$ cat config.mk
export PLATFORM = sky130hd
export DESIGN_NAME = game_tick_scheduler
export DESIGN_NICKNAME = d
export VERILOG_FILES = /design/src/rtl/game_tick_scheduler.sv
export SDC_FILE = /design/constraint.sdc
export NUM_CORES = 1
export LEC_CHECK = 0
export BUFFER_PORTS_ARGS = -buffer_cell sky130_fd_sc_hd__buf_2
export CAP_MARGIN = 20
export CORE_ASPECT_RATIO = 1.4
export CORE_MARGIN = 1
export CORE_UTILIZATION = 35
export DETAILED_ROUTE_END_ITERATION = 7
export SYNTH_ARGS = -nofsm -noshare
export SYNTH_HDL_FRONTEND = slang
export SYNTH_SLANG_ARGS = --single-unit
$ cat constraint.sdc
create_clock -name CLOCK_50 -period 3 [get_ports CLOCK_50]
set_input_delay 0.45 -clock CLOCK_50 [delete_from_list [all_inputs] [get_ports CLOCK_50]]
set_output_delay 0.45 -clock CLOCK_50 [all_outputs]
set_load 0.02 [all_outputs]
$ cat src/rtl/game_tick_scheduler.sv
// Snake game timing: run-control FSM, move-tick and 1 s dividers,
// and a 4-digit BCD elapsed-time counter.
module game_tick_scheduler #(
   parameter int PERIOD_SLOW = 25_000_000,
   parameter int PERIOD_MED  = 10_000_000,
   parameter int PERIOD_FAST = 5_000_000,
   parameter int PERIOD_SEC  = 50_000_000,
   parameter int CW          = 26
) (
   input  logic       CLOCK_50,
   input  logic       resetn,
   input  logic       start,
   input  logic       pause,
   input  logic       game_over,
   input  logic [1:0] speed,
   output logic       tick,
   output logic       sec_tick,
   output logic [1:0] state,
   output logic       running,
   output logic [3:0] bcd0,
   output logic [3:0] bcd1,
   output logic [3:0] bcd2,
   output logic [3:0] bcd3
);

   localparam logic [1:0] S_IDLE  = 2'b00;
   localparam logic [1:0] S_RUN   = 2'b01;
   localparam logic [1:0] S_PAUSE = 2'b10;
   localparam logic [1:0] S_OVER  = 2'b11;

   localparam logic [CW-1:0] SLOW_LIM = CW'(PERIOD_SLOW - 1);
   localparam logic [CW-1:0] MED_LIM  = CW'(PERIOD_MED - 1);
   localparam logic [CW-1:0] FAST_LIM = CW'(PERIOD_FAST - 1);
   localparam logic [CW-1:0] SEC_LIM  = CW'(PERIOD_SEC - 1);

   logic            start_r;
   logic            pause_r;
   logic            armed;
   logic            start_rise;
   logic            pause_rise;
   logic [1:0]      state_nxt;
   logic            clr;
   logic            cnt_en;
   logic [CW-1:0]   mv_cnt;
   logic [CW-1:0]   sec_cnt;
   logic [CW-1:0]   mv_lim;
   logic [3:0][3:0] bcd_q;
   logic [3:0][3:0] bcd_inc;

   // armed stays low for the first edge after reset so a button held
   // through reset release is seen as a level, not a fresh press
   assign start_rise = armed & start & ~start_r;
   assign pause_rise = armed & pause & ~pause_r;

   assign running = (state == S_RUN);
   assign bcd0    = bcd_q[0];
   assign bcd1    = bcd_q[1];
   assign bcd2    = bcd_q[2];
   assign bcd3    = bcd_q[3];

   // Move period select; speed 10 and 11 both mean fast
   always_comb begin
      mv_lim = FAST_LIM;
      unique case (1'b1)
         speed == 2'b00: mv_lim = SLOW_LIM;
         speed == 2'b01: mv_lim = MED_LIM;
         default:        mv_lim = FAST_LIM;
      endcase
   end

   // Next state; counting only on cycles that stay in RUN
   always_comb begin
      state_nxt = state;
      clr       = 1'b0;
      cnt_en    = 1'b0;
      case (state)
         S_IDLE: begin
            if (start_rise) begin
               state_nxt = S_RUN;
               clr       = 1'b1;
            end
         end
         S_RUN: begin
            if (game_over) begin
               state_nxt = S_OVER;
            end else if (start_rise) begin
               clr = 1'b1;
            end else if (pause_rise) begin
               state_nxt = S_PAUSE;
            end else begin
               cnt_en = 1'b1;
            end
         end
         S_PAUSE: begin
            if (game_over) begin
               state_nxt = S_OVER;
            end else if (start_rise) begin
               state_nxt = S_RUN;
               clr       = 1'b1;
            end else if (pause_rise) begin
               state_nxt = S_RUN;
            end
         end
         default: begin
            if (start_rise) begin
               state_nxt = S_RUN;
               clr       = 1'b1;
            end
         end
      endcase
   end

   // Ripple BCD increment, 9999 wraps to 0000
   always_comb begin
      logic c;
      c       = 1'b1;
      bcd_inc = bcd_q;
      for (int i = 0; i < 4; i++) begin
         if (c) begin
            if (bcd_q[i] == 4'd9) begin
               bcd_inc[i] = 4'd0;
            end else begin
               bcd_inc[i] = bcd_q[i] + 4'd1;
               c          = 1'b0;
            end
         end
      end
   end

   // FSM state and input edge registers
   always_ff @(posedge CLOCK_50 or negedge resetn) begin
      if (!resetn) begin
         state   <= S_IDLE;
         start_r <= 1'b0;
         pause_r <= 1'b0;
         armed   <= 1'b0;
      end else begin
         state   <= state_nxt;
         start_r <= start;
         pause_r <= pause;
         armed   <= 1'b1;
      end
   end

   // Move and second dividers with registered one-cycle pulses
   always_ff @(posedge CLOCK_50 or negedge resetn) begin
      if (!resetn) begin
         mv_cnt   <= '0;
         sec_cnt  <= '0;
         tick     <= 1'b0;
         sec_tick <= 1'b0;
      end else begin
         tick     <= 1'b0;
         sec_tick <= 1'b0;
         if (clr) begin
            mv_cnt  <= '0;
            sec_cnt <= '0;
         end else if (cnt_en) begin
            if (mv_cnt >= mv_lim) begin
               mv_cnt <= '0;
               tick   <= 1'b1;
            end else begin
               mv_cnt <= mv_cnt + CW'(1);
            end
            if (sec_cnt >= SEC_LIM) begin
               sec_cnt  <= '0;
               sec_tick <= 1'b1;
            end else begin
               sec_cnt <= sec_cnt + CW'(1);
            end
         end else if (state_nxt == S_IDLE || state_nxt == S_OVER) begin
            mv_cnt  <= '0;
            sec_cnt <= '0;
         end
      end
   end

   // Elapsed-time digits; held in PAUSE and OVER
   always_ff @(posedge CLOCK_50 or negedge resetn) begin
      if (!resetn) begin
         bcd_q <= '0;
      end else if (clr) begin
         bcd_q <= '0;
      end else if (cnt_en && sec_cnt >= SEC_LIM) begin
         bcd_q <= bcd_inc;
      end
   end

endmodule

==> summary.txt, run 1 <==
Critical path
  • Worst path arrival time: 2.77 ns
  • R2R setup slack: 0.44 ns
  • Max FO, Critical Path: 18
  • R2r startpoint: sec_cnt[0]
  • Worst EP required: 3.21 ns
  • Crit path launch: sec_cnt[0]
  • CP Class: reg -> reg
  • Reg2reg path depth: 8
  • Crit end category: register
  • Worst Setup EP: sec_cnt[21]
  • Startpoint types: register
  • Reg-to-reg critical path endpoint: sec_cnt[21]

Synth
  • Largest area contributor in the netlist: dfrtp_1
  • Post-synth EDFFs: 0
  • Commonest register cell after synthesis: dfrtp_1
  • Post-synthesis cell type count: 69
  • Mapped Nets: 540
  • Top-area cell type share of the netlist area: 40.83%
  • Seq/Total Area, Yosys: 40.83%
  • Syn avg cell area: 8.892 µm²
  • FF+latch count, synth: 75
  • Top cells by area, synth: dfrtp_1 41%, nand2_1 5.3%, a31oi_1 5.0%
  • Cell Area, Synth: 4597 µm²
  • Ys Warns: 0
  • Synth async-reset ratio: 100.0%
  • Cells after synthesis: 517

Global route
  • Largest net degree at the start of global routing: 76
  • GRT Overall Usage: 16.03%
  • First-pass GRT wire length: 17700 µm
  • Initial antenna violation count: 0
  • Vias in the first global route: 3798
  • Grt ovf: 0

Floorplan
  • Core area: 12810 µm²
  • Initial core utilization: 35.88%
  • Die Y: 137.6 µm
  • Io pins: 28
  • Die X-Extent: 98.86 µm
  • DIE AREA: 13600 µm²
  • Cell row count: 49

STA
  • RSZ-0062 raised after global routing: no
  • Slew @ Worst Pin: 0.7886 ns
  • Period minus WS final: 2.560 ns
  • Worst rel slew slack: 47.27%
  • Setup TNS: 0 ns
  • Fin. Hold Viols: 0
  • Clk_skew: 0.005784 ns
  • Fmax: 390.6 MHz
  • Final setup fails: 0
  • Min Hold Slack: 0.02240 ns
  • Max Slew Vio Count: 0
  • Final worst-path cycle share: 85.34%

Layout
  • Fraction of layout cells with a size suffix above 1: 13.14%
  • Area of the multi-input gates: 2525 µm²
  • Register area: 1877 µm²
  • Filler cell count: 1262
  • Fin nets: 566
  • Post-route cell area: 5249 µm²
  • Area Overhead vs Synth: 14.18%
  • Ant. Diodes: 0

CTS
  • CTS Root Cell: clkbuf_16
  • CTS sink count: 75
  • Worst-skew pair later-pin latency: 0.34 ns
  • PostCTS Resize Cnt: 0
  • Worst-path clk slew: 0.06 ns
  • CTS tree: done
  • H-Tree Depth: 3
  • CTS max path bufs: 2
  • Setup Buffers After CTS: 0
  • Hold bufs inserted after CTS: 0
  • CTS buffer count: 9

Place
  • GP Congestion: 0.8143
  • Port Buffer Count: 27
  • Dpl hpwl: 7139 µm
  • Area after DPL: 4918 µm²

Routing
  • Vias: 3987
  • Wirelength, routed: 10480 µm
  • Final antenna-violating net count: 0
  • Initial DRC count: 235
  • Vias/cell: 5.688
  • Pre-antenna DRT Iters: 4
  • Number of remaining DRC errors: 0
  • DR WL/cell: 14.95 µm

Power
  • PwrDens: 745.0 nW/µm²
  • Leakage: 2.334 nW
  • Worst vdd ir: 0.4723 mV

Status
  • Outcome: finished, final reports clean

Flow run
  • Max cap viols: 0

Worst hold path
  • Worst Hold Class: in -> async
[worst max-delay path, cell delays in order, from the launching register on]
cell	delay, ns
dfrtp_1	0.41
ha_1	0.23
nand3_1	0.26
o211ai_1	0.33
a21oi_2	0.14
o211ai_2	0.67
nor2_1	0.12
a21oi_1	0.16
mux2i_1	0.10
[final cells by class]
cell class | instances | share of cell area [%]
Inverter | 20 | 1.430
Clock buffer | 10 | 4.553
Sequential cell | 75 | 35.76
Timing Repair Buffer | 38 | 5.292
Clock inverter | 6 | 1.216
Multi-Input combinational cell | 399 | 48.10
Tap cell | 153 | 3.647
[placed cells by master (no fill, tap or decap), drive strengths merged, types with 6 or more instances in the layout]
cell	n
nand4	6
a31oi	37
nand3	41
xnor2	7
inv	21
a41oi	7
o21ai	17
clkbuf	10
nor2b	6
and3	20
nor3	10
a22oi	7
buf	38
dfrtp	75
a21oi	35
ha	16
nand2	65
nand2b	8
mux2i	16
nor2	32
[state kept, by name (all words and copies together) (netlist names)]
signal and count:
sec_cnt 26, bcd2 4, armed 1, bcd0 4, bcd3 4, bcd1 4, sec_tick 1, state 2
mv_cnt 26, pause_r 1, tick 1, start_r 1
[where the power goes]
part | internal [mW] | leakage, nW | switching, mW
combinational | 0.621 | 1.15 | 1.06
clock | 0.666 | 0.145 | 0.433
sequential | 1.06 | 1.03 | 0.0661
[layer usage]
layer / GRT usage (%) / wire, µm / share of wire [%]
met5: 0 / 0 / 0
met4: 5.970 / 152 / 1.5
met3: 3.095 / 337 / 3.2
met2: 29.80 / 5520 / 53
met1: 18.05 / 4471 / 43
[stage by stage]
step                      util (%)  cells  total power [mW]  setup slack [ns]
after CTS                    40.75    700             3.944            0.4251
after detailed placement     38.38    684             2.823           0.09499
after global placement       38.38    684             2.783            0.2108
after global routing         40.96    701             4.170            0.2386
final                        40.96    701             3.910            0.4399
after floorplan                  -    517             2.325            0.5128
[logic make-up after synthesis]
kind of cell               count (synthesis)  synth area share [%]
DFF                                       75                 40.83
and+or+nand+nor                          221                 25.04
buffers and inverters                     43                 4.463
xor gates and xnor gates                  10                 2.069
adders and majority gates                 16                 4.355
AOI/OAI and AO/OA                        134                 19.43
other                                      1               0.08158
muxes                                     17                 3.729
[cell usage after synthesis (5+ instances only)]
library cell / number
dfrtp_1: 75
ha_1: 16
o21ai_0: 16
nand2b_1: 8
nand4_1: 6
and4_1: 5
a41oi_1: 7
xnor2_1: 6
a31oi_1: 37
nand2_1: 65
a22oi_1: 7
buf_2: 7
nor3_1: 8
mux2i_1: 16
and3_1: 20
nand3_1: 40
nor2b_1: 5
and2_1: 5
clkbuf_1: 9
nor2_1: 32
inv_1: 19
a21oi_1: 34
[how the worst min path moves through the flow]
stage                  end  slack (ns)
2_1_floorplan        armed        0.15
5_1_grt           sec_tick        0.03
4_1_cts            start_r        0.21
3_5_place_dp   sec_cnt[22]        0.49
6_report          sec_tick        0.02
3_3_place_gp   sec_cnt[22]        0.48
Power figures use the tool's default switching activity.
==> run 2: changes to the inputs <==
==> constraint.sdc (replaced) <==
create_clock -name CLOCK_50 -period 3.3 [get_ports CLOCK_50]
set_input_delay 0.495 -clock CLOCK_50 [delete_from_list [all_inputs] [get_ports CLOCK_50]]
set_output_delay 0.495 -clock CLOCK_50 [all_outputs]
set_load 0.05 [all_outputs]
==> run 2 against run 1 <==
Effect of this change:
- clock skew about the same
- die area unchanged
- wire length increased by 0.49%
- global-route usage increased by 0.31 points
- worst setup slack improved by 0.15 ns
- flip-flop and latch count unchanged
- via count decreased by 0.45%
- final cell count decreased by 0.43%
- sequential share of layout area increased by 0.14 points
- clock power increased by 5%
- combinational power decreased by 9.5%
==> summary.txt, run 2 (same netlist as run 1, synthesis figures left out) <==
Status
  • Outcome: finished, final reports clean

Layout
  • Fraction of layout cells with a size suffix above 1: 12.66%
  • Largest regs: mv_cnt x26, sec_cnt x26
  • Filler cell count: 1232
  • Area Overhead vs Synth: 13.75%
  • Fin nets: 563
  • Ant. Diodes: 0
  • Most frequent cells in the layout: 75 x dfrtp_1, 65 x nand2_1, 40 x nand3_1, 37 x a31oi_1, 33 x a21oi_1
  • Cell Count, Final, Fillers Out: 698
  • Commonest non-fill, non-tap cell in the layout: dfrtp_1

Floorplan
  • Cell row count: 49
  • DIE AREA: 13600 µm²
  • Die Y: 137.6 µm
  • Die X-Extent: 98.86 µm
  • Core area: 12810 µm²
  • Io pins: 28
  • Initial core utilization: 35.88%

CTS
  • CTS max path bufs: 2
  • CTS Root Cell: clkbuf_16
  • Worst-skew pair later-pin latency: 0.34 ns
  • CTS buffer count: 9
  • H-Tree Depth: 3
  • Worst-path clk slew: 0.06 ns
  • CTS sink count: 75
  • Setup Buffers After CTS: 0
  • PostCTS Resize Cnt: 0
  • CTS tree: done
  • Hold bufs inserted after CTS: 0

STA
  • RSZ-0062 raised after global routing: no
  • Final worst-path cycle share: 82.10%
  • Setup TNS: 0 ns
  • Fmax: 369.1 MHz
  • Max Slew Vio Count: 0
  • Worst rel slew slack: 33.26%
  • Fin. Hold Viols: 0
  • Final setup fails: 0
  • Period minus WS final: 2.709 ns
  • Slew @ Worst Pin: 1.001 ns
  • Clk_skew: 0.005807 ns

Global route
  • Met1 Track Usage GR: 18.73%
  • Top Usage Layer GRT: met2
  • Met2 Usage GRT: 29.72%
  • Initial antenna violation count: 0
  • Largest net degree at the start of global routing: 76
  • M3 GR Usage: 3.501%
  • First-pass GRT wire length: 17780 µm
  • Vias in the first global route: 3826
  • GRT Overall Usage: 16.34%
  • Grt ovf: 0

Power
  • Leakage: 2.328 nW
  • Worst vdd ir: 0.3369 mV
  • PwrDens: 708.3 nW/µm²

Routing
  • Final antenna-violating net count: 0
  • Wirelength, routed: 10530 µm
  • Pre-antenna DRT Iters: 4
  • DR WL/cell: 15.09 µm
  • Vias/cell: 5.686
  • Initial DRC count: 255
  • Vias: 3969
  • Number of remaining DRC errors: 0

Place
  • Dpl hpwl: 7061 µm
  • GP Congestion: 0.8169
  • Port Buffer Count: 27
  • Placed insts: 682

Worst hold path
  • Worst Hold Class: in -> reg

Flow run
  • Max cap viols: 0

Critical path
  • Crit end category: register
  • Max FO, Critical Path: 48
  • CP max stage cell: o311ai_1
  • CP Class: in -> reg
  • CP cell instances: buf_2 -> nor2b_2 -> inv_2 -> ha_1 -> nand3_1 -> a21oi_1 -> o221ai_1 -> o311ai_1 -> a21oi_2 -> buf_12 -> and3_1 -> a221o_1
  • Max incr delay on CP: 0.41 ns
  • Startpoint types: primary input
  • Worst path arrival time: 2.93 ns
  • Worst EP required: 3.52 ns
run 2: cell types whose count changed in the layout (fill, tap and decap cells not counted):
| cell | change |
|---|---|
| buf_12 | -2 |
| clkinv_2 | -1 |
| clkinvlp_4 | -1 |
| buf_16 | -1 |
| bufinv_16 | +2 |
run 2: layout make-up:
cell class              count  area, µm²  share of cell area, %
multi-input cells         399       2525                  48.29
flip-flops and latches     75       1877                  35.89
clock buffers              10      239.0                  4.570
repair buffers             35      210.2                  4.020
well taps                 153      191.4                  3.661
clock inverters             6      111.4                  2.130
inverters                  20      75.07                  1.436
run 2: critical path: cells and delay by family:
kind,cells,cell delay [ns]
buffers and inverters,3,0.49
AOI/OAI and AO/OA,5,1.07
and+or+nand+nor,3,0.54
adders and majority gates,1,0.31
run 2: worst paths after layout:
check | start | cells past startpoint | to | slack (ns)
worst max-delay path | speed[1] | 12 | mv_cnt[21] | 0.59
worst min-delay path | pause | 1 | pause_r | 0.27
worst max register to register | state[0] | 9 | mv_cnt[9] | 0.68
worst min register to register | sec_cnt[22] | 1 | sec_cnt[22] | 0.50
max in group asynchronous | resetn | 1 | mv_cnt[20] | 2.34
min in group asynchronous | resetn | 1 | sec_cnt[15] | 0.30
run 2: metal layers:
metal  up-vias  wire [µm]
li1       1957          -
met1      1941       4558
met2        60       5499
met3        11        334
met4         0        139
met5         -          0
run 2: report_power, final:
part | switching [mW] | total [mW] | internal (mW)
Sequential | 0.0582 | 1.03 | 0.968
Combinational | 1.02 | 1.52 | 0.492
Clock | 0.401 | 1.16 | 0.761
Total | 1.48 | 3.70 | 2.22
run 2: through the flow:
step | total power, mW | hold WS [ns] | setup WS (ns) | instance area (µm²) | utilization [%]
2_1_floorplan | 2.189 | 0.1994 | 0.5792 | 4597 | -
3_3_place_gp | 2.504 | 0.4737 | 0.4461 | 4878 | 38.07
3_5_place_dp | 2.551 | 0.4958 | 0.2823 | 4878 | 38.07
4_1_cts | 3.739 | 0.2585 | 0.6229 | 5229 | 40.81
5_1_grt | 3.919 | 0.2606 | 0.4395 | 5229 | 40.81
6_report | 3.704 | 0.2726 | 0.5906 | 5229 | 40.81
